===== src/rtl/video_write_buffer_v_if.sv =====
`default_nettype none
// ============================================================================
// Module : video_write_buffer_v_if
// Brief  : CPU-side write request and VRAM-side write port bundle for the
//          video write buffer.
// Rev    : 1.0  initial release
// ============================================================================
interface video_write_buffer_v_if #(
  parameter int ADDR_W = 3
) ();
  logic              videoflag;
  logic [15:0]       bus_vga_pos;
  logic [15:0]       bus_vga_char;
  logic              vram_ready;
  logic              err_clr;
  logic              vram_we;
  logic [15:0]       vram_addr;
  logic [15:0]       vram_data;
  logic [ADDR_W:0]   fifo_count;
  logic              overflow;
  logic              pos_err;

  // Buffer side
  modport slave (
    input  videoflag, bus_vga_pos, bus_vga_char, vram_ready, err_clr,
    output vram_we, vram_addr, vram_data, fifo_count, overflow, pos_err
  );

  // CPU / video-controller side
  modport master (
    output videoflag, bus_vga_pos, bus_vga_char, vram_ready, err_clr,
    input  vram_we, vram_addr, vram_data, fifo_count, overflow, pos_err
  );
endinterface
`default_nettype wire


===== src/rtl/video_write_buffer_v.sv =====
`default_nettype none
// ============================================================================
// Module : video_write_buffer_v
// Brief  : FIFO between CPU character writes and the VGA character-memory
//          write port; drops off-screen positions and flags lost writes.
// Rev    : 1.0  initial release
// ============================================================================
module video_write_buffer_v #(
  parameter int ADDR_W  = 3,
  parameter int POS_MAX = 1199
) (
  input  wire logic             wire_clock,
  input  wire logic             wire_reset,
  video_write_buffer_v_if.slave bus
);

  localparam int              c_depth   = 2 ** ADDR_W;
  localparam logic [ADDR_W:0] c_full    = (ADDR_W + 1)'(c_depth);
  localparam logic [15:0]     c_pos_max = 16'(POS_MAX);

  typedef enum logic [0:0] {
    S_IDLE  = 1'b0,
    S_WRITE = 1'b1
  } state_t;

  state_t            r_state;
  state_t            w_state_nxt;
  logic              r_flag_d;
  logic [ADDR_W-1:0] r_wr_ptr;
  logic [ADDR_W-1:0] r_rd_ptr;
  logic [ADDR_W:0]   r_count;
  logic [31:0]       r_mem [c_depth];

  logic w_req;
  logic w_pos_bad;
  logic w_avail;
  logic w_load;
  logic w_push;
  logic w_ovf;

  // Only the rising edge of videoflag is a request, however long it is held.
  assign w_req     = bus.videoflag & ~r_flag_d;
  assign w_pos_bad = w_req && (bus.bus_vga_pos > c_pos_max);
  assign w_avail   = (r_count != '0) && bus.vram_ready;

  // A pop in the same cycle frees the slot, so a push on full still lands.
  assign w_push = w_req && !w_pos_bad && ((r_count != c_full) || w_load);
  assign w_ovf  = w_req && !w_pos_bad && (r_count == c_full) && !w_load;

  always_ff @(posedge wire_clock or posedge wire_reset) begin
    if (wire_reset) begin
      r_state <= S_IDLE;
    end else begin
      r_state <= w_state_nxt;
    end
  end

  always_comb begin
    w_state_nxt = r_state;
    w_load      = 1'b0;
    case (r_state)
      S_IDLE: begin
        if (w_avail) begin
          w_load      = 1'b1;
          w_state_nxt = S_WRITE;
        end
      end
      S_WRITE: begin
        if (w_avail) begin
          w_load = 1'b1;
        end else begin
          w_state_nxt = S_IDLE;
        end
      end
      default: w_state_nxt = S_IDLE;
    endcase
  end

  // Storage carries no reset; pointers and count define what is valid.
  always_ff @(posedge wire_clock) begin
    if (w_push) begin
      r_mem[r_wr_ptr] <= {bus.bus_vga_pos, bus.bus_vga_char};
    end
  end

  always_ff @(posedge wire_clock or posedge wire_reset) begin
    if (wire_reset) begin
      r_flag_d       <= 1'b0;
      r_wr_ptr       <= '0;
      r_rd_ptr       <= '0;
      r_count        <= '0;
      bus.vram_we    <= 1'b0;
      bus.vram_addr  <= '0;
      bus.vram_data  <= '0;
      bus.overflow   <= 1'b0;
      bus.pos_err    <= 1'b0;
    end else begin
      r_flag_d    <= bus.videoflag;
      bus.vram_we <= w_load;
      if (w_push) begin
        r_wr_ptr <= r_wr_ptr + 1'b1;
      end
      if (w_load) begin
        r_rd_ptr                        <= r_rd_ptr + 1'b1;
        {bus.vram_addr, bus.vram_data}  <= r_mem[r_rd_ptr];
      end
      r_count <= r_count + {{ADDR_W{1'b0}}, w_push} - {{ADDR_W{1'b0}}, w_load};
      // A new error in the clearing cycle keeps the flag set.
      bus.overflow <= (bus.overflow & ~bus.err_clr) | w_ovf;
      bus.pos_err  <= (bus.pos_err  & ~bus.err_clr) | w_pos_bad;
    end
  end

  assign bus.fifo_count = r_count;

endmodule
`default_nettype wire


===== src/flat_wrapper.sv =====
// flat-port wrapper written by rule: the top's interface ports become plain ports
module video_write_buffer_v_flat 
#(
  parameter int ADDR_W  = 3,
  parameter int POS_MAX = 1199
)
  (wire_clock, wire_reset, bus_videoflag, bus_bus_vga_pos, bus_bus_vga_char, bus_vram_ready, bus_err_clr, bus_vram_we, bus_vram_addr, bus_vram_data, bus_fifo_count, bus_overflow, bus_pos_err);
  video_write_buffer_v_if #(.ADDR_W(ADDR_W)) bus_i ();
  input  wire logic wire_clock;
  input  wire logic wire_reset;
  input wire logic [$bits(bus_i.videoflag)-1:0] bus_videoflag;
  input wire logic [$bits(bus_i.bus_vga_pos)-1:0] bus_bus_vga_pos;
  input wire logic [$bits(bus_i.bus_vga_char)-1:0] bus_bus_vga_char;
  input wire logic [$bits(bus_i.vram_ready)-1:0] bus_vram_ready;
  input wire logic [$bits(bus_i.err_clr)-1:0] bus_err_clr;
  output wire logic [$bits(bus_i.vram_we)-1:0] bus_vram_we;
  output wire logic [$bits(bus_i.vram_addr)-1:0] bus_vram_addr;
  output wire logic [$bits(bus_i.vram_data)-1:0] bus_vram_data;
  output wire logic [$bits(bus_i.fifo_count)-1:0] bus_fifo_count;
  output wire logic [$bits(bus_i.overflow)-1:0] bus_overflow;
  output wire logic [$bits(bus_i.pos_err)-1:0] bus_pos_err;
  assign bus_i.videoflag = bus_videoflag;
  assign bus_i.bus_vga_pos = bus_bus_vga_pos;
  assign bus_i.bus_vga_char = bus_bus_vga_char;
  assign bus_i.vram_ready = bus_vram_ready;
  assign bus_i.err_clr = bus_err_clr;
  assign bus_vram_we = bus_i.vram_we;
  assign bus_vram_addr = bus_i.vram_addr;
  assign bus_vram_data = bus_i.vram_data;
  assign bus_fifo_count = bus_i.fifo_count;
  assign bus_overflow = bus_i.overflow;
  assign bus_pos_err = bus_i.pos_err;
  video_write_buffer_v #(.ADDR_W(ADDR_W), .POS_MAX(POS_MAX)) u_core (.wire_clock(wire_clock), .wire_reset(wire_reset), .bus(bus_i));
endmodule

===== config.mk =====
export PLATFORM = sky130hd
export DESIGN_NAME = video_write_buffer_v_flat
export DESIGN_NICKNAME = d
export VERILOG_FILES = /design/src/rtl/video_write_buffer_v_if.sv /design/src/rtl/video_write_buffer_v.sv /design/src/flat_wrapper.sv
export SDC_FILE = /design/constraint.sdc
export NUM_CORES = 1
export LEC_CHECK = 0
export BUFFER_PORTS_ARGS = -buffer_cell sky130_fd_sc_hd__buf_2
export CAP_MARGIN = 20
export CORE_MARGIN = 10
export CORE_UTILIZATION = 25
export CTS_CLUSTER_DIAMETER = 150
export DETAILED_ROUTE_END_ITERATION = 10
export PLACE_DENSITY = 0.46
export RECOVER_POWER = 25
export SETUP_SLACK_MARGIN = 0.4
export SLEW_MARGIN = 10
export SYNTH_ARGS = -nofsm -noshare
export SYNTH_HDL_FRONTEND = slang
export SYNTH_SLANG_ARGS = --single-unit

===== constraint.sdc =====
create_clock -name wire_clock -period 5.75 [get_ports wire_clock]
set_input_delay 1.725 -clock wire_clock [delete_from_list [all_inputs] [get_ports wire_clock]]
set_output_delay 1.725 -clock wire_clock [all_outputs]
set_load 0.005 [all_outputs]

==> flow_summary.toml, run 1 <==
[setup_path]
arrival_ns = 4.05
cp_data_required_time_ns = 5.91
r2r_setup_slack_ns = 2.84
crit_type = "input pin to flop"
worstPathMaxFanout = 22
critPathLaunchType = "input pin"
endpoint_kind = "flop"

[hold_path]
hold_class = "flop to flop"

[clock_network]
cts_buffer_depth = 3
cts_root_buffer = "clkbuf_16"
path_clk_slew_ns = 0.06
cts_sinks = 302
htreeDepth = 2
cts_hold_buf = 0
cts_setup_buffers = 0
post_cts_resized = 0
clock_latency_ns = 0.51
cts_buffers = 35
cts_tree = "yes"

[routing]
final_antenna_net_count = 0
avgRoutedWirePerCell_microns = 20.3
first_pass_iters = 4
drc = 0
drtIter0Drc = 344
drt-vias-per-instance = 4.16
drt_wl_total_microns = 25900
num_vias = 5313

[floorplanning]
die_h_microns = 234
dieArea_sq_um = 54900
ios = 76
die_x_microns = 234
start_util = 0.253
core_area_sq_um = 45400
rows = 78

[global_route]
grt_pass1_wl_microns = 39200
grtUsageTotal = 0.0965
use_met3 = 0.0214
grt.met1_usage = 0.128
first_global_vias = 6006
grt_max_degree = 67
grt.busiest_layer = "met2"
overflow = 0
antenna_found_initial = 1
use_met2 = 0.155

[placement]
place_inst = 1217
pre_cts_ws_ns = 1.28
place_hpwl_microns = 15400
place_area_sq_um = 12700
portBuffers = 75
gp_congestion = 0.682

[power_and_ir_drop]
power_leakage_nw = 4.65
p_per_area_nw_per_um2 = 451
power_mw = 6.19
ir_drop_uv = 217

[flow_run]
max-cap-violations = 0

[layout]
utilization = 0.303
drive_gt1_frac = 0.299
syn_to_final_growth_pct = 19.7
antennaDiodeCount = 0
nets = 700
mostFrequentLayoutCells = "edfxtp_1, mux4_2, buf_2"
final_area_sq_um = 13700
mostFrequentLayoutCell = "edfxtp_1"
layout.cells.non_filler = 1278

[synth]
synth_edf_count = 256
ys.flop_type = "edfxtp_1"
yosysTopAreaCellShare = 0.670
synth.net_count = 597
synth_seq_area_share = 0.770
synth_top_area_cell = "edfxtp_1"
synth-seq-cells = 302
synth_cell_types = 35
netlist_area_sq_um = 11500
ys_async_sr_fraction = 0.152
syn_area_per_cell_sq_um = 20.8
synthTopCellsByArea = "edfxtp_1, mux4_2, dfrtp_1, mux2i_1, nand2_1"
yosys_warnings = 0
syn_inst = 551

[sta]
fmax_mhz = 257
hold_slack_ns = 0.470
drv_slew = 0
period_share = 0.677
tightest_slew_ns = 0.782
skew_ns = 0.0172
fin_ws_ns = 1.85
maxSlewHeadroom = 0.479
finalSetupTns_ns = 0
hold_violations = 0
period_minus_slack_ns = 3.90
rsz0062_at_grt = "false"
setup_viol = 0

[outcome]
status = "complete, no violations"
final timing paths:
kind                                                from                       to  depth (start not counted)
worst max register to register  u_core.bus.fifo_count[2]      u_core.r_mem[2][23]                          7
worst min-delay path             u_core.bus.vram_addr[5]  u_core.bus.vram_addr[5]                          2
max in group asynchronous                     wire_reset       u_core.r_rd_ptr[0]                          3
worst min register to register   u_core.bus.vram_addr[5]  u_core.bus.vram_addr[5]                          2
min in group asynchronous                     wire_reset  u_core.bus.vram_data[3]                          3
worst max-delay path                 bus_bus_vga_pos[14]      u_core.r_mem[2][23]                          6
kinds of logic after synthesis:
kind of cell,Yosys count,share of synthesized area
AO/OA/AOI/OAI,40,0.0213
XOR/XNOR,6,0.00458
adder cells (fa/ha/maj),9,0.0105
buffers and inverters,37,0.0150
flip-flops,302,0.770
multiplexers,97,0.155
AND/OR/NAND/NOR,60,0.0234
worst max-delay path, stage by stage:
cell      delay, ns
clkbuf_1       0.19
or3_4          0.43
a311oi_4       0.34
nand4b_1       0.43
nor2_4         0.47
buf_4          0.44
cell type report:
cell class / instances / area (sq um)
clock buffers: 44 / 940
clock inverters: 17 / 165
fillers: 4456 / 31700
inverters: 12 / 45.0
multi-input cells: 212 / 2520
flip-flops and latches: 302 / 8840
well taps: 600 / 751
repair buffers: 91 / 467
where the power goes:
group	switching, mW	total [mW]	leakage (nW)	internal (mW)
Clock	0.858	2.15	0.543	1.29
Sequential	0.196	2.72	2.86	2.52
Combinational	0.644	1.32	1.25	0.680
metal layers:
layer / vias to the layer above / wire (microns)
li1: 2417 / -
met1: 2759 / 12000
met2: 95 / 12300
met3: 40 / 1100
met4: 2 / 523
met5: - / 13
flip-flops by register name (all words and copies together), names as in the netlist:
signal	flops
u_core.r_mem	256
u_core.bus.vram_addr	16
u_core.bus.vram_data	16
u_core.bus.fifo_count	4
u_core.r_rd_ptr	3
u_core.r_wr_ptr	3
u_core.bus.overflow	1
u_core.bus.pos_err	1
u_core.r_flag_d	1
u_core.r_state	1
cell usage after synthesis (all sizes together), types with 2 or more instances:
cell,number
xnor2,5
ha,8
nand2b,3
inv,12
mux2i,32
mux4,64
nor3,2
dfrtp,46
clkbuf,7
edfxtp,256
nand2,38
buf,18
nand4,3
nor2,8
o21ai,33
Note: power is estimated with default switching activity, not from simulation.
==> inputs of run 2 (changes only) <==
PLACE_DENSITY = 0.47   (was 0.46)
clock period = 3.4 ns   (was 5.75 ns; I/O delays follow)
==> flow_summary.toml, run 2 (synthesis gave the netlist of run 1 again) <==
[routing]
drtIter0Drc = 401
drc = 0
drt-vias-per-instance = 4.19
final_antenna_net_count = 0
first_pass_iters = 4
num_vias = 5424
avgRoutedWirePerCell_microns = 19.9
drt_wl_total_microns = 25800

[layout]
mostFrequentLayoutCells = "edfxtp_1, mux4_2, buf_2"
top_regs = "u_core.r_mem (256), u_core.bus.vram_addr (16), u_core.bus.vram_data (16)"
nets = 713
antennaDiodeCount = 0
drive_gt1_frac = 0.312
top_register = "u_core.r_mem"
largest_reg_flops = 256
mostFrequentLayoutCell = "edfxtp_1"
syn_to_final_growth_pct = 22.7
final_area_sq_um = 14100

[sta]
hold_slack_ns = 0.470
finalSetupTns_ns = 0
maxSlewHeadroom = 0.307
skew_ns = 0.0249
fmax_mhz = 383
period_share = 0.769
hold_violations = 0
tightest_slew_ns = 1.04
setup_viol = 0
rsz0062_at_grt = "false"
period_minus_slack_ns = 2.61
fin_ws_ns = 0.786
drv_slew = 0

[setup_path]
critPathMaxStageDelay_ns = 0.47
worstPathCellList = "clkbuf_1, or3_4, a311oi_4, nand3_2, inv_1, ha_1, inv_1, fa_1, inv_1"
cp_data_required_time_ns = 3.79
rr_worst_depth = 10
critPathLaunchType = "input pin"
worstPathMaxFanout = 9
endpoint_kind = "flop"
r2r_setup_slack_ns = 0.98
crit_slowest_cell = "fa_1"
crit_type = "input pin to flop"
crit_top_cell = "inv_1"
arrival_ns = 3.00
reg2reg_to = "u_core.bus.fifo_count[1]"
crit_path_start = "bus_bus_vga_pos[15]"
r2r_start = "u_core.bus.fifo_count[2]"

[clock_network]
cts_tree = "yes"
cts_buffer_depth = 3
cts_sinks = 302
clock_latency_ns = 0.51
cts_buffers = 36
cts_setup_buffers = 0
cts_root_buffer = "clkbuf_16"
htreeDepth = 2
post_cts_resized = 0
cts_hold_buf = 0
path_clk_slew_ns = 0.06

[power_and_ir_drop]
p_per_area_nw_per_um2 = 763
seq_power_share = 0.439
power_leakage_nw = 4.79
ir_drop_uv = 352
power_switching_share = 0.263
p_int_mw = 7.91
switchingPower_mw = 2.83
power_mw = 10.7
p_comb_frac = 0.199
clockPowerShare = 0.362

[floorplanning]
start_util = 0.253
die_x_microns = 234
rows = 78
dieArea_sq_um = 54900
die_h_microns = 234
ios = 76
core_area_sq_um = 45400

[placement]
pre_cts_ws_ns = 0.342
gp_congestion = 0.687
portBuffers = 75
place_hpwl_microns = 16200
place_area_sq_um = 12900

[flow_run]
max-cap-violations = 0

[global_route]
overflow = 0
first_global_vias = 5851
grt_max_degree = 67
grtUsageTotal = 0.0948
grt_pass1_wl_microns = 39100
antenna_found_initial = 2

[hold_path]
hold_end = "u_core.bus.vram_addr[10]"
min_path_cells = 2
hold_class = "flop to flop"
min-delay-start = "u_core.bus.vram_addr[10]"

[outcome]
status = "complete, no violations"
## run 2: cell types whose count changed in the layout (fill, tap and decap cells not counted), sizes merged
cell      delta
inv          +1
clkinv       -4
clkinvlp     -1
buf         +13
bufinv       +1
clkbuf       +7
## run 2: metrics by stage
step                      instances   util
after floorplan                 551      -
after global placement         1229  0.284
after detailed placement       1229  0.284
after CTS                      1295  0.311
after global routing           1295  0.310
final                          1295  0.310
## run 2: worst max-delay path, delay by kind of cell
kind / cells / cell delay, ns
AO/OA/AOI/OAI: 1 / 0.35
adder cells (fa/ha/maj): 2 / 0.64
buffers and inverters: 4 / 0.38
AND/OR/NAND/NOR: 2 / 0.60
## run 2: how the worst max path moves through the flow
stage                                           to  cells after the start
after floorplan                 u_core.r_mem[6][0]                      4
after global placement    u_core.bus.fifo_count[1]                      9
after detailed placement  u_core.bus.fifo_count[2]                      9
after CTS                       u_core.r_mem[0][6]                      7
after global routing      u_core.bus.fifo_count[1]                      9
final                     u_core.bus.fifo_count[1]                      9
## run 2: cell type report
class	instances	area, sq um
multi-input combinational	212	2540
timing repair buffer	103	671
tap	600	751
inverter	12	45.0
sequential	302	8850
clock inverter	14	175
clock buffer	52	1050
fill	4403	31300
## run 2: power by group through the flow
stage / logic, mW / registers [mW] / clock network (mW)
global route: 2.38 / 4.79 / 4.16
detailed placement: 2.23 / 4.81 / 0
global placement: 2.24 / 4.81 / 0
floorplan: 1.70 / 4.49 / 0
finish: 2.14 / 4.72 / 3.89
CTS: 2.23 / 4.74 / 4.01
## run 2: per-layer routing
| metal | track usage | up-vias | part of all wire | routed length (microns) |
|---|---|---|---|---|
| met5 | 0 | - | 0.00050 | 13 |
| li1 | - | 2445 | - | - |
| met2 | 0.155 | 106 | 0.49 | 12700 |
| met1 | 0.126 | 2836 | 0.44 | 11300 |
| met4 | 0.0256 | 2 | 0.017 | 445 |
| met3 | 0.0198 | 35 | 0.051 | 1320 |
